### src/rtl/hazard_scoreboard_if.sv
// Hazard scoreboard interface: ID-stage operand/destination info, pipeline
// events, and the stall/flush/forward decisions driven back to the datapath.
// Optional performance counters are present when HAZARD_PERF_CNT_EN is defined.
interface hazard_scoreboard_if #(
  parameter int RA_W  = 5,
  parameter int DEPTH = 3
);
  localparam int FW = $clog2(DEPTH + 1);

  logic            id_valid;
  logic [RA_W-1:0] id_rs;
  logic [RA_W-1:0] id_rt;
  logic            id_use_rs;
  logic            id_use_rt;
  logic            id_wr_en;
  logic [RA_W-1:0] id_wr_reg;
  logic            id_is_load;
  logic            redirect;
  logic            ex_hold;

  logic             stall;
  logic             flush_if;
  logic             flush_id;
  logic [FW-1:0]    fwd_a;
  logic [FW-1:0]    fwd_b;
  logic [DEPTH-1:0] sb_valid;

`ifdef HAZARD_PERF_CNT_EN
  logic        cnt_clr;
  logic [31:0] stall_cnt;
  logic [31:0] flush_cnt;
  logic [31:0] hold_cnt;
`endif

  // Pipeline control side: supplies instruction info, consumes decisions.
  modport master (
    output id_valid, id_rs, id_rt, id_use_rs, id_use_rt,
    output id_wr_en, id_wr_reg, id_is_load, redirect, ex_hold,
`ifdef HAZARD_PERF_CNT_EN
    output cnt_clr,
    input  stall_cnt, flush_cnt, hold_cnt,
`endif
    input  stall, flush_if, flush_id, fwd_a, fwd_b, sb_valid
  );

  // Scoreboard side: consumes instruction info, produces decisions.
  modport slave (
    input  id_valid, id_rs, id_rt, id_use_rs, id_use_rt,
    input  id_wr_en, id_wr_reg, id_is_load, redirect, ex_hold,
`ifdef HAZARD_PERF_CNT_EN
    input  cnt_clr,
    output stall_cnt, flush_cnt, hold_cnt,
`endif
    output stall, flush_if, flush_id, fwd_a, fwd_b, sb_valid
  );
endinterface

### src/rtl/hazard_scoreboard.sv
// hazard_scoreboard: shift-register scoreboard of in-flight destination
// registers for DEPTH post-decode stages. Decides ID stalls (load-use and
// multi-cycle EX hold), per-operand forwarding selects, and front-end flushes
// on redirects resolved at entry REDIRECT_STAGE.
// Optional feature macro: HAZARD_PERF_CNT_EN adds stall/flush/hold event
// counters with a cnt_clr input.
module hazard_scoreboard #(
  parameter int RA_W           = 5,
  parameter int DEPTH          = 3,
  parameter int LOAD_STAGE     = 1,
  parameter int REDIRECT_STAGE = 1
) (
  input  logic                 clk,
  input  logic                 rst,
  hazard_scoreboard_if.slave   bus
);
  localparam int FW = $clog2(DEPTH + 1);

  // Entry i = instruction currently in stage i after ID (0 = EX).
  logic [DEPTH-1:0] ent_v;
  logic [DEPTH-1:0] ent_wr;
  logic [DEPTH-1:0] ent_ld;
  logic [RA_W-1:0]  ent_reg [DEPTH];

  logic [DEPTH-1:0] nxt_v;
  logic [DEPTH-1:0] nxt_wr;
  logic [DEPTH-1:0] nxt_ld;
  logic [RA_W-1:0]  nxt_reg [DEPTH];

  logic [FW-1:0] fwd_a_c;
  logic [FW-1:0] fwd_b_c;
  logic          ld_hit_a;
  logic          ld_hit_b;
  logic          load_stall;
  logic          ev_redirect;
  logic          ev_hold;
  logic          ev_load;

  // Find the youngest producer of each source operand; scanning from the
  // oldest entry down lets the lowest matching index overwrite older hits.
  always_comb begin
    fwd_a_c  = '0;
    fwd_b_c  = '0;
    ld_hit_a = 1'b0;
    ld_hit_b = 1'b0;
    for (int i = DEPTH - 1; i >= 0; i--) begin
      if (ent_v[i] && ent_wr[i] && (ent_reg[i] == bus.id_rs) &&
          (bus.id_rs != '0) && bus.id_use_rs) begin
        fwd_a_c  = FW'(i + 1);
        ld_hit_a = ent_ld[i] && (i < LOAD_STAGE);
      end
      if (ent_v[i] && ent_wr[i] && (ent_reg[i] == bus.id_rt) &&
          (bus.id_rt != '0) && bus.id_use_rt) begin
        fwd_b_c  = FW'(i + 1);
        ld_hit_b = ent_ld[i] && (i < LOAD_STAGE);
      end
    end
  end

  // Resolve the winning event: redirect beats ex_hold beats load-use.
  always_comb begin
    load_stall  = ld_hit_a || ld_hit_b;
    ev_redirect = bus.redirect;
    ev_hold     = !bus.redirect && bus.ex_hold;
    ev_load     = !bus.redirect && !bus.ex_hold && load_stall;
  end

  assign bus.stall    = ev_hold || ev_load;
  assign bus.flush_if = ev_redirect;
  assign bus.flush_id = ev_redirect;
  assign bus.fwd_a    = fwd_a_c;
  assign bus.fwd_b    = fwd_b_c;
  assign bus.sb_valid = ent_v;

  // Next scoreboard contents for each event; a hold leaves everything as is.
  always_comb begin
    nxt_v   = ent_v;
    nxt_wr  = ent_wr;
    nxt_ld  = ent_ld;
    nxt_reg = ent_reg;
    if (ev_redirect) begin
      // Everything younger than the redirecting entry is wrong-path, so
      // entries 0..REDIRECT_STAGE become bubbles and older ones shift on.
      nxt_v[0]   = 1'b0;
      nxt_wr[0]  = 1'b0;
      nxt_ld[0]  = 1'b0;
      nxt_reg[0] = '0;
      for (int i = 1; i < DEPTH; i++) begin
        if (i <= REDIRECT_STAGE) begin
          nxt_v[i]   = 1'b0;
          nxt_wr[i]  = 1'b0;
          nxt_ld[i]  = 1'b0;
          nxt_reg[i] = '0;
        end else begin
          nxt_v[i]   = ent_v[i-1];
          nxt_wr[i]  = ent_wr[i-1];
          nxt_ld[i]  = ent_ld[i-1];
          nxt_reg[i] = ent_reg[i-1];
        end
      end
    end else if (!ev_hold) begin
      for (int i = 1; i < DEPTH; i++) begin
        nxt_v[i]   = ent_v[i-1];
        nxt_wr[i]  = ent_wr[i-1];
        nxt_ld[i]  = ent_ld[i-1];
        nxt_reg[i] = ent_reg[i-1];
      end
      if (ev_load) begin
        nxt_v[0]   = 1'b0;
        nxt_wr[0]  = 1'b0;
        nxt_ld[0]  = 1'b0;
        nxt_reg[0] = '0;
      end else begin
        nxt_v[0]   = bus.id_valid;
        nxt_wr[0]  = bus.id_wr_en;
        nxt_ld[0]  = bus.id_is_load;
        nxt_reg[0] = bus.id_wr_reg;
      end
    end
  end

  // Scoreboard register; reset wipes every entry regardless of events.
  always_ff @(posedge clk) begin
    if (rst) begin
      ent_v  <= '0;
      ent_wr <= '0;
      ent_ld <= '0;
      for (int i = 0; i < DEPTH; i++) begin
        ent_reg[i] <= '0;
      end
    end else begin
      ent_v  <= nxt_v;
      ent_wr <= nxt_wr;
      ent_ld <= nxt_ld;
      for (int i = 0; i < DEPTH; i++) begin
        ent_reg[i] <= nxt_reg[i];
      end
    end
  end

`ifdef HAZARD_PERF_CNT_EN
  logic [31:0] stall_cnt_q;
  logic [31:0] flush_cnt_q;
  logic [31:0] hold_cnt_q;

  // Count cycles won by each event; clear has priority over counting.
  always_ff @(posedge clk) begin
    if (rst || bus.cnt_clr) begin
      stall_cnt_q <= '0;
      flush_cnt_q <= '0;
      hold_cnt_q  <= '0;
    end else begin
      if (ev_load)     stall_cnt_q <= stall_cnt_q + 32'd1;
      if (ev_redirect) flush_cnt_q <= flush_cnt_q + 32'd1;
      if (ev_hold)     hold_cnt_q  <= hold_cnt_q + 32'd1;
    end
  end

  assign bus.stall_cnt = stall_cnt_q;
  assign bus.flush_cnt = flush_cnt_q;
  assign bus.hold_cnt  = hold_cnt_q;
`endif

endmodule
### src/flat_wrapper.sv
// flat-port wrapper written by rule: the top's interface ports become plain ports
module hazard_scoreboard_flat 
#(
  parameter int RA_W           = 5,
  parameter int DEPTH          = 3,
  parameter int LOAD_STAGE     = 1,
  parameter int REDIRECT_STAGE = 1
)
  (clk, rst, bus_id_valid, bus_id_rs, bus_id_rt, bus_id_use_rs, bus_id_use_rt, bus_id_wr_en, bus_id_wr_reg, bus_id_is_load, bus_redirect, bus_ex_hold, bus_stall, bus_flush_if, bus_flush_id, bus_fwd_a, bus_fwd_b, bus_sb_valid);
  hazard_scoreboard_if #(.RA_W(RA_W), .DEPTH(DEPTH)) bus_i ();
  input  logic clk;
  input  logic rst;
  input wire logic [$bits(bus_i.id_valid)-1:0] bus_id_valid;
  input wire logic [$bits(bus_i.id_rs)-1:0] bus_id_rs;
  input wire logic [$bits(bus_i.id_rt)-1:0] bus_id_rt;
  input wire logic [$bits(bus_i.id_use_rs)-1:0] bus_id_use_rs;
  input wire logic [$bits(bus_i.id_use_rt)-1:0] bus_id_use_rt;
  input wire logic [$bits(bus_i.id_wr_en)-1:0] bus_id_wr_en;
  input wire logic [$bits(bus_i.id_wr_reg)-1:0] bus_id_wr_reg;
  input wire logic [$bits(bus_i.id_is_load)-1:0] bus_id_is_load;
  input wire logic [$bits(bus_i.redirect)-1:0] bus_redirect;
  input wire logic [$bits(bus_i.ex_hold)-1:0] bus_ex_hold;
  output wire logic [$bits(bus_i.stall)-1:0] bus_stall;
  output wire logic [$bits(bus_i.flush_if)-1:0] bus_flush_if;
  output wire logic [$bits(bus_i.flush_id)-1:0] bus_flush_id;
  output wire logic [$bits(bus_i.fwd_a)-1:0] bus_fwd_a;
  output wire logic [$bits(bus_i.fwd_b)-1:0] bus_fwd_b;
  output wire logic [$bits(bus_i.sb_valid)-1:0] bus_sb_valid;
  assign bus_i.id_valid = bus_id_valid;
  assign bus_i.id_rs = bus_id_rs;
  assign bus_i.id_rt = bus_id_rt;
  assign bus_i.id_use_rs = bus_id_use_rs;
  assign bus_i.id_use_rt = bus_id_use_rt;
  assign bus_i.id_wr_en = bus_id_wr_en;
  assign bus_i.id_wr_reg = bus_id_wr_reg;
  assign bus_i.id_is_load = bus_id_is_load;
  assign bus_i.redirect = bus_redirect;
  assign bus_i.ex_hold = bus_ex_hold;
  assign bus_stall = bus_i.stall;
  assign bus_flush_if = bus_i.flush_if;
  assign bus_flush_id = bus_i.flush_id;
  assign bus_fwd_a = bus_i.fwd_a;
  assign bus_fwd_b = bus_i.fwd_b;
  assign bus_sb_valid = bus_i.sb_valid;
  hazard_scoreboard #(.RA_W(RA_W), .DEPTH(DEPTH), .LOAD_STAGE(LOAD_STAGE), .REDIRECT_STAGE(REDIRECT_STAGE)) u_core (.clk(clk), .rst(rst), .bus(bus_i));
endmodule
### config.mk
export PLATFORM = sky130hd
export DESIGN_NAME = hazard_scoreboard_flat
export DESIGN_NICKNAME = d
export VERILOG_FILES = /design/src/rtl/hazard_scoreboard_if.sv /design/src/rtl/hazard_scoreboard.sv /design/src/flat_wrapper.sv
export SDC_FILE = /design/constraint.sdc
export NUM_CORES = 1
export LEC_CHECK = 0
export CORE_MARGIN = 5
export CORE_UTILIZATION = 48
export CTS_CLUSTER_DIAMETER = 150
export DETAILED_ROUTE_END_ITERATION = 8
export PLACE_DENSITY = 0.83
export SLEW_MARGIN = 20
export SYNTH_ARGS = -nofsm -noshare
export SYNTH_HDL_FRONTEND = slang
export SYNTH_SLANG_ARGS = --single-unit
### constraint.sdc
create_clock -name clk -period 2.1 [get_ports clk]
set_clock_uncertainty 0.05 [all_clocks]
set_input_delay 0.21 -clock clk [delete_from_list [all_inputs] [get_ports clk]]
set_output_delay 0.21 -clock clk [all_outputs]
set_load 0.005 [all_outputs]
-- Word level (Yosys, flattened, before mapping)
Cells that the tools add are included.
- output and inout bits: 10
- register bits after elaboration: 22
- word-level logic and storage cells: 64
- muxes and demuxes: 18
- reduce and logical (&&, ||, !) cells: 31
- equality and inequality tests: 7
- operators by type and width (kind ; number):
    $eq 5x5->1 ; 6
    $logic_and 1x1->1 ; 24
    $mux 5 ; 3
    $mux 2 ; 6
    $mux 3 ; 4
    $reduce_bool 5->1 ; 2
    $mux 1 ; 5
    $logic_not 1->1 ; 2
    $logic_or 1x1->1 ; 2
    $ne 2x2->1 const B ; 1
    $reduce_or 2->1 ; 1

-- Longest topological paths before layout
Gate-level depths: netlist (run 1).
- word-level depth: 10
- gate-level depth with buffers: 6

-- Least setup slack after synthesis (run 1)
No wires, ideal clock.
- kind: register to output
- start: reg u_core.ent_reg[1] in the netlist's numbering
- end: out bus_fwd_a[0]
- slack: 425 ps
- data required time: 1840 ps
- data arrival time: 1415 ps
- cell stages (with the launch flop): 6
- buffers on the path: 0
- cell sequence: dfxtp_1 -> xnor2_1 -> nand4_1 -> or4_2 -> nand2b_1 -> nand2_1
- longest elaborated chain between the ends: 7
- RTL lines (item ; line ; text):
    start: declaration ; hazard_scoreboard.sv:23 ; logic [RA_W-1:0] ent_reg [DEPTH];
    start signal: indexed assignment ; hazard_scoreboard.sv:136 ; ent_reg[i] <= nxt_reg[i];
    $eq 5x5->1 ; hazard_scoreboard.sv:47 ; if (ent_v[i] && ent_wr[i] && (ent_reg[i] == bus.id_rs) &&
    $logic_and 1x1->1 (2 in series) ; hazard_scoreboard.sv:47 ;
    $logic_and 1x1->1 ; hazard_scoreboard.sv:48 ; (bus.id_rs != '0) && bus.id_use_rs) begin
    $mux 2 (3 in series) ; hazard_scoreboard.sv:47 ;
    end: declaration ; flat_wrapper.sv:26 ; output wire logic [$bits(bus_i.fwd_a)-1:0] bus_fwd_a;
No other way between the ends.

-- Final worst setup path (run 1)
- start: reg u_core.ent_reg[8] in the netlist's numbering
- end: out bus_fwd_a[1]
- longest elaborated chain between the ends: 6
- RTL lines (item ; line):
    $eq 5x5->1 ; hazard_scoreboard.sv:47
    $logic_and 1x1->1 (2 in series) ; hazard_scoreboard.sv:47
    $logic_and 1x1->1 ; hazard_scoreboard.sv:48
    $mux 2 (2 in series) ; hazard_scoreboard.sv:47
No other way between the ends.

==> Flow_metrics.wiki, run 1 <==
{| class="wikitable"
! Metric !! Value
|-
| Syn nets || 181
|-
| Portion of total power attributed to sequential cells || 49.1%
|-
| Primary FF master, synth || sky130_fd_sc_hd__dfxtp_1
|-
| Starting Density || 49.2%
|-
| Startpoint type of the worst setup path || flip-flop
|-
| Antenna Diode Count || 0
|-
| Setup Slack @ Placement || -0.612 ns
|-
| Num ports || 34
|-
| Combinational Power Share || 25.9%
|-
| Summed instance area of the synthesized netlist || 1320 um2
|-
| Die boundary width || 62.5 um
|-
| Filler cells || 177
|-
| Number of routed nets with antenna violations || 0
|-
| Share of the core filled with cells in the final layout || 78.4%
|-
| Total setup violations reported at the end of the flow || 3
|-
| Number of buffers between clock root and the deepest sink || 2
|-
| Detail Placement HPWL || 3090 um
|-
| Failing checks || setup timing
|-
| Final hold violation count || 0
|-
| IR Drop Worst-Case VDD || 0.523 mV
|-
| Proportion of synthesized chip area in sequential cells || 33.3%
|-
| Largest incremental delay on the critical path || 0.53 ns
|-
| Die outline area || 3910 um2
|-
| Warnings, synthesis || 0
|-
| CTS H-tree lvls || 1
|-
| Total Routing Usage GR || 21.2%
|-
| Maximum fanout along the worst path || 2
|-
| Pin slew with the least headroom to its limit || 0.448 ns
|-
| Post-Route Setup TNS || -0.162 ns
|-
| Fraction of layout instances using a drive strength above 1 || 41.5%
|-
| Final min period || 2.17 ns
|-
| Data arrival time of the critical path || 1.91 ns
|-
| Cell taking the most area after synthesis || sky130_fd_sc_hd__dfxtp_1
|-
| Post-synth top cells || sky130_fd_sc_hd__nand2_1 (26), sky130_fd_sc_hd__xnor2_1 (26), sky130_fd_sc_hd__dfxtp_1 (22), sky130_fd_sc_hd__a21oi_1 (11), sky130_fd_sc_hd__nor2_1 (10)
|-
| Final standard cell area without fillers || 2110 um2
|-
| Proportion of power drawn by the clock network || 24.9%
|-
| Net switching power || 0.000248 W
|-
| Hold crit path type || flip-flop to flip-flop
|-
| Register bit count reported by yosys || 22
|-
| Max FFs per register || 15
|-
| Average instance area after synthesis || 8.42 um2
|-
| Iteration-0 DRC count of the detailed router || 58
|-
| Critical path start-end classification || flip-flop to output port
|-
| Number of synthesized flops with an enable pin || 0
|-
| Remaining max-slew budget at the tightest pin || 70.0%
|-
| Setup repair after global routing missed its margin || true
|-
| Total grt overflow || 0
|-
| Clock sink count || 22
|-
| Clock Latency Late Sink || 0.30 ns
|-
| Maximum number of pins on one net before global-route repair || 22
|-
| TritonRoute pass-1 iters || 4
|-
| Average via count per standard cell || 5.64
|-
| Dpl cell area || 1860 um2
|-
| Total number of placement rows || 19
|-
| Leading post-synthesis cells by cell area || sky130_fd_sc_hd__dfxtp_1 (33%), sky130_fd_sc_hd__xnor2_1 (17%), sky130_fd_sc_hd__nand2_1 (7.4%)
|-
| Routed WL per cell || 17.6 um
|-
| Number of nets in the finished design || 242
|-
| Setup slack on the worst flop-to-flop path || 0.47 ns
|-
| Switching power share of the total || 27.0%
|-
| Status || finished with violations
|-
| Number of global-route vias before repair || 1452
|-
| Final critical-path share of the clock period || 104%
|-
| Area growth, synth to finish || 59.2%
|-
| Detailed-route via count || 1399
|-
| Wire length of the first global-routing pass || 6840 um
|-
| Floorplan core area || 2690 um2
|-
| Clock tree from TritonCTS || done
|-
| Area share of the largest cell type after synthesis || 33.3%
|-
| Cell variety after synth || 27
|-
| Number of input and output port buffers inserted || 33
|-
| Final worst setup slack || -0.0744 ns
|-
| Leakage power || 0.877 nW
|-
| Routed WL || 4380 um
|-
| Num CTS Buffers || 3
|-
| Maximum clock frequency || 0.460 GHz
|-
| Clock slew at reported path FFs || 0.12 ns
|-
| Crit-path cells || xnor2_1 -> nand4_1 -> or4_4 -> a21boi_2 -> dlygate4sd2_1
|-
| Endpoint class of the critical path || output port
|-
| PD cells || 436 nW/um2
|-
| Routability Congestion || 0.941
|-
| CTS Root Buffer Type || sky130_fd_sc_hd__clkbuf_4
|-
| Int Pwr || 0.000670 W
|-
| Worst Path Required || 1.84 ns
|-
| Maximum Capacitance Violations || 0
|-
| Gate count of the mapped netlist || 157
|-
| Post-route DRC || 0
|-
| Max-slew violations || 0
|-
| Synth async-reset ratio || 0%
|-
| Chip Height || 62.5 um
|-
| Slowest library cell on the worst path || sky130_fd_sc_hd__or4_4
|-
| Antenna violations before repair || 0
|}
-- worst max-delay path, delay by kind of cell (launching register included) --
family	cells	cell delay, ns
buffers and inverters	1	0.25
XOR/XNOR	1	0.19
AND/OR/NAND/NOR	2	0.68
flip-flops	1	0.36
AO/OA/AOI/OAI	1	0.14
-- power groups by stage --
stage               Sequential, W  Combinational (W)  Clock (W)
floorplan                0.000453          0.0000959          0
global placement         0.000457           0.000196          0
detailed placement       0.000459           0.000205          0
CTS                      0.000449           0.000212   0.000237
global route             0.000452           0.000255   0.000252
finish                   0.000451           0.000238   0.000229
-- layer usage --
layer	vias up	global-route usage, %	wire (um)
li1	672	-	-
met1	648	24.7	1730
met2	69	37.4	2210
met3	10	4.32	315
met4	0	8.22	120
met5	-	0	0
-- cell type report --
class | count | area [um2] | share of cell area (%)
inverters | 2 | 7.51 | 0.357
flip-flops and latches | 22 | 472 | 22.4
multi-input cells | 125 | 1020 | 48.4
repair buffers | 64 | 533 | 25.3
well taps | 31 | 38.8 | 1.84
clock buffers | 4 | 36.3 | 1.72
-- layout by cell type, fill, tap and decap left out, types with 7 or more instances in the layout --
master                             n
sky130_fd_sc_hd__a21oi_1          11
sky130_fd_sc_hd__buf_4            29
sky130_fd_sc_hd__clkdlybuf4s50_1  18
sky130_fd_sc_hd__dfxtp_1           9
sky130_fd_sc_hd__dfxtp_2           7
sky130_fd_sc_hd__dlygate4sd2_1     7
sky130_fd_sc_hd__mux2i_1           8
sky130_fd_sc_hd__nand2_1          26
sky130_fd_sc_hd__nor2_1           10
sky130_fd_sc_hd__o22ai_1           7
sky130_fd_sc_hd__xnor2_1           9
sky130_fd_sc_hd__xnor2_2          17
-- stage by stage --
| step | power [W] | hold WS [ns] | std cells |
|---|---|---|---|
| 6_report | 0.000918 | 0.421 | 248 |
| 2_1_floorplan | 0.000549 | 0.311 | 157 |
| 4_1_cts | 0.000898 | 0.416 | 246 |
| 3_5_place_dp | 0.000663 | 0.398 | 240 |
| 3_3_place_gp | 0.000653 | 0.391 | 240 |
| 5_1_grt | 0.000959 | 0.433 | 248 |
-- path summary, 6_finish.rpt --
path / from / endpoint / cells past startpoint
min: u_core.ent_wr[2] / u_core.ent_wr[2] / 2
max: u_core.ent_reg[8] / bus_fwd_a[1] / 5
max reg2reg: u_core.ent_reg[11] / u_core.ent_ld[0] / 6
min reg2reg: u_core.ent_wr[2] / u_core.ent_wr[2] / 2
-- kinds of logic (layout without fill, tap and decap cells) --
kind of cell,Yosys count,after routing,synth area share (%)
DFF,22,22,33.3
muxes,8,8,6.06
xor gates and xnor gates,30,30,19.9
buffers and inverters,10,70,3.41
AOI/OAI and AO/OA,27,27,13.7
and+or+nand+nor,60,60,23.7
-- what timing repair did --
item,4_1_cts,5_1_grt
endpoints found under the setup margin,5,5
buffers inserted,2,2
hold buffers,0,0
pin swaps,14,14
gates cloned,0,0
resized for setup,53,30
Power figures use the tool's default switching activity.
==> run 2: changes to the inputs <==
--- a/config.mk
+++ b/config.mk
@@ -8,6 +8,7 @@
 export CORE_MARGIN = 5
 export CORE_UTILIZATION = 48
 export CTS_CLUSTER_DIAMETER = 150
+export CTS_CLUSTER_SIZE = 8
 export DETAILED_ROUTE_END_ITERATION = 8
 export PLACE_DENSITY = 0.83
 export SLEW_MARGIN = 20
==> results of run 2 <==
Final layout, timing and power as in run 1 (identical DEF).
==> run 3: changes to the inputs <==
--- a/config.mk
+++ b/config.mk
@@ -11,7 +11,9 @@
 export CTS_CLUSTER_SIZE = 8
 export DETAILED_ROUTE_END_ITERATION = 8
 export PLACE_DENSITY = 0.83
+export REMOVE_ABC_BUFFERS = 1
 export SLEW_MARGIN = 20
 export SYNTH_ARGS = -nofsm -noshare
 export SYNTH_HDL_FRONTEND = slang
 export SYNTH_SLANG_ARGS = --single-unit
+export TNS_END_PERCENT = 50
==> constraint.sdc (replaced) <==
create_clock -name clk -period 2.1 [get_ports clk]
set_clock_uncertainty 0.05 [all_clocks]
set_input_delay 0.21 -clock clk [delete_from_list [all_inputs] [get_ports clk]]
set_output_delay 0.21 -clock clk [all_outputs]
set_load 0.01 [all_outputs]
==> run 3 against run 2 <==
  * First-iteration DRC count grew 12%
  * Largest cell class unchanged
  * Clock-buffer cell count stayed put
  * The flow now finishes without violations
  * Power shrank 1.9%
  * Wire length shrank 6.5%
==> Flow_metrics.wiki, run 3 (synthesized netlist as in run 1, its figures left out) <==
{| class="wikitable"
! Metric !! Value
|-
| Critical path start-end classification || flip-flop to output port
|-
| Floorplan core area || 2690 um2 (unchanged)
|-
| Chip Height || 62.5 um (unchanged)
|-
| Maximum fanout along the worst path || 2 (unchanged)
|-
| Data arrival time of the critical path || 1.84 ns (-0.07 ns)
|-
| Average via count per standard cell || 5.61 (-0.49%)
|-
| Combinational Power Share || 24.9% (-1.0 points)
|-
| Total number of placement rows || 19 (unchanged)
|-
| Destination of the worst hold path || u_core.ent_wr[2]
|-
| Die outline area || 3910 um2 (unchanged)
|-
| Setup Slack @ Placement || -0.605 ns (+0.00714 ns)
|-
| Final min period || 2.10 ns (-0.0788 ns)
|-
| CTS Root Buffer Type || sky130_fd_sc_hd__clkbuf_4
|-
| CTS H-tree lvls || 1 (unchanged)
|-
| Final worst setup slack || 0.00441 ns (+0.0788 ns)
|-
| Number of input and output port buffers inserted || 33 (unchanged)
|-
| Number of buffers between clock root and the deepest sink || 2 (unchanged)
|-
| Reg2Reg Capture Point || u_core.ent_ld[0]
|-
| Num CTS Buffers || 3 (unchanged)
|-
| Final standard cell area without fillers || 1990 um2 (-5.5%)
|-
| Max FFs per register || 15 (unchanged)
|-
| PD cells || 452 nW/um2 (+3.7%)
|-
| Number of routed nets with antenna violations || 0 (unchanged)
|-
| Cell count of the worst hold path || 2 (unchanged)
|-
| Worst R2R Start || u_core.ent_reg[10]
|-
| Portion of total power attributed to sequential cells || 50.0% (+0.9 points)
|-
| Dpl cell area || 1890 um2 (+2.0%)
|-
| Fraction of layout instances using a drive strength above 1 || 34.5% (-6.9 points)
|-
| Clock sink count || 22 (unchanged)
|-
| Clock slew at reported path FFs || 0.12 ns (about the same)
|-
| Num ports || 34 (unchanged)
|-
| Total setup violations reported at the end of the flow || 0 (-3)
|-
| Worst Path Required || 1.84 ns (about the same)
|-
| Most common library cell in the layout ignoring fill and taps || sky130_fd_sc_hd__buf_4
|-
| Path depth of the worst reg2reg path || 6 (unchanged)
|-
| Number of global-route vias before repair || 1492 (+2.8%)
|-
| Maximum clock frequency || 0.477 GHz (+3.8%)
|-
| Filler cells || 213 (+20%)
|-
| Clock tree from TritonCTS || done
|-
| Clock Latency Late Sink || 0.30 ns (about the same)
|-
| Starting Density || 49.2% (unchanged)
|-
| Final hold violation count || 0 (unchanged)
|-
| Final critical-path share of the clock period || 99.8% (-3.8 points)
|-
| Remaining max-slew budget at the tightest pin || 69.0% (-1.0 points)
|-
| Hold crit path type || flip-flop to flip-flop
|-
| Total chip power || 0.000901 W (-1.9%)
|-
| Pin slew with the least headroom to its limit || 0.464 ns (+0.0156 ns)
|-
| Routed WL || 4090 um (-6.5%)
|-
| Antenna violations before repair || 0 (unchanged)
|-
| Detailed-route via count || 1409 (+0.71%)
|-
| Die boundary width || 62.5 um (unchanged)
|-
| Total Routing Usage GR || 20.4% (-0.79 points)
|-
| Area growth, synth to finish || 50.5%
|-
| Startpoint type of the worst setup path || flip-flop
|-
| Wire length of the first global-routing pass || 6640 um (-2.8%)
|-
| Commonest cells after routing, fill and taps aside || sky130_fd_sc_hd__buf_4 (34), sky130_fd_sc_hd__nand2_1 (26), sky130_fd_sc_hd__xnor2_1 (20), sky130_fd_sc_hd__clkdlybuf4s50_1 (18)
|-
| Setup repair after global routing missed its margin || true
|-
| Number of nets in the finished design || 245 (+1.2%)
|-
| Endpoint class of the critical path || output port
|-
| Detail Placement HPWL || 3110 um (+0.61%)
|-
| Leakage power || 0.814 nW (-7.1%)
|-
| Hold path start || u_core.ent_wr[2]
|-
| TritonRoute pass-1 iters || 4 (unchanged)
|-
| IR Drop Worst-Case VDD || 0.483 mV (-7.7%)
|-
| Maximum number of pins on one net before global-route repair || 22 (unchanged)
|-
| Status || completed
|-
| Post-route DRC || 0 (unchanged)
|-
| Antenna Diode Count || 0 (unchanged)
|-
| Routed WL per cell || 16.3 um (-7.6%)
|-
| Iteration-0 DRC count of the detailed router || 65 (+12%)
|-
| Max-slew violations || 0 (unchanged)
|-
| Maximum Capacitance Violations || 0 (unchanged)
|-
| Int Pwr || 0.000664 W (-1.0%)
|-
| Setup slack on the worst flop-to-flop path || 0.50 ns (+0.03 ns)
|-
| Switching power share of the total || 26.3% (-0.68 points)
|-
| Proportion of power drawn by the clock network || 25.1% (+0.2 points)
|-
| Net switching power || 0.000237 W (-4.4%)
|-
| Routability Congestion || 0.912 (-3.0%)
|-
| Total grt overflow || 0 (unchanged)
|}
-- run 3: through the flow --
step / hold WS, ns / utilization (%) / setup TNS [ns] / cells
4_1_cts: 0.411 / 71.6 / -0.00615 / 250
6_report: 0.410 / 74.1 / 0 / 251
5_1_grt: 0.437 / 74.1 / -0.225 / 251
2_1_floorplan: 0.229 / - / 0 / 149
3_5_place_dp: 0.394 / 70.5 / -2.71 / 245
3_3_place_gp: 0.390 / 70.5 / -2.29 / 245
-- run 3: power by group through the flow --
stage | Combinational (W) | Sequential [W] | Clock [W]
after global placement | 0.000205 | 0.000456 | 0
final | 0.000224 | 0.000450 | 0.000226
after global routing | 0.000244 | 0.000452 | 0.000255
after CTS | 0.000210 | 0.000448 | 0.000229
after detailed placement | 0.000214 | 0.000457 | 0
after floorplan | 0.0000833 | 0.000455 | 0
-- run 3: metal layers --
metal | global-route usage, % | vias up | part of all wire, %
li1 | - | 670 | -
met1 | 24.1 | 673 | 42
met2 | 35.4 | 52 | 51
met3 | 4.14 | 14 | 3.7
met4 | 8.49 | 0 | 3.3
met5 | 0 | - | 0
-- run 3: area by class of cell --
cell class              count  area [um2]  share of cell area [%]
flip-flops and latches     22         454                    22.8
repair buffers             67         544                    27.3
inverters                   2        7.51                   0.377
well taps                  31        38.8                    1.95
multi-input cells         125         910                    45.7
clock buffers               4        36.3                    1.82
-- run 3: repair_timing --
action,4_1_cts,5_1_grt
hold buffers,0,0
gates resized for setup,39,18
endpoints found under the setup margin,5,5
pin swaps,5,2
buffers inserted,1,1
-- run 3: worst max-delay path by stage --
| stage | start | end | depth (start not counted) |
|---|---|---|---|
| 2_1_floorplan | u_core.ent_reg[1] | bus_fwd_a[0] | 5 |
| 3_3_place_gp | bus_id_rs[2] | bus_fwd_a[0] | 7 |
| 3_5_place_dp | bus_id_rs[2] | bus_fwd_a[0] | 7 |
| 5_1_grt | u_core.ent_reg[4] | bus_fwd_b[0] | 7 |
| 4_1_cts | bus_id_rs[1] | bus_stall | 7 |
| 6_report | u_core.ent_reg[0] | bus_fwd_a[0] | 6 |
-- run 3: critical path, stage by stage, from the launching register on --
cell	delay, ns
sky130_fd_sc_hd__dfxtp_2	0.34
sky130_fd_sc_hd__xnor2_1	0.19
sky130_fd_sc_hd__nand4_1	0.16
sky130_fd_sc_hd__or4_4	0.51
sky130_fd_sc_hd__nand2b_1	0.16
sky130_fd_sc_hd__nand2_1	0.06
sky130_fd_sc_hd__buf_2	0.12
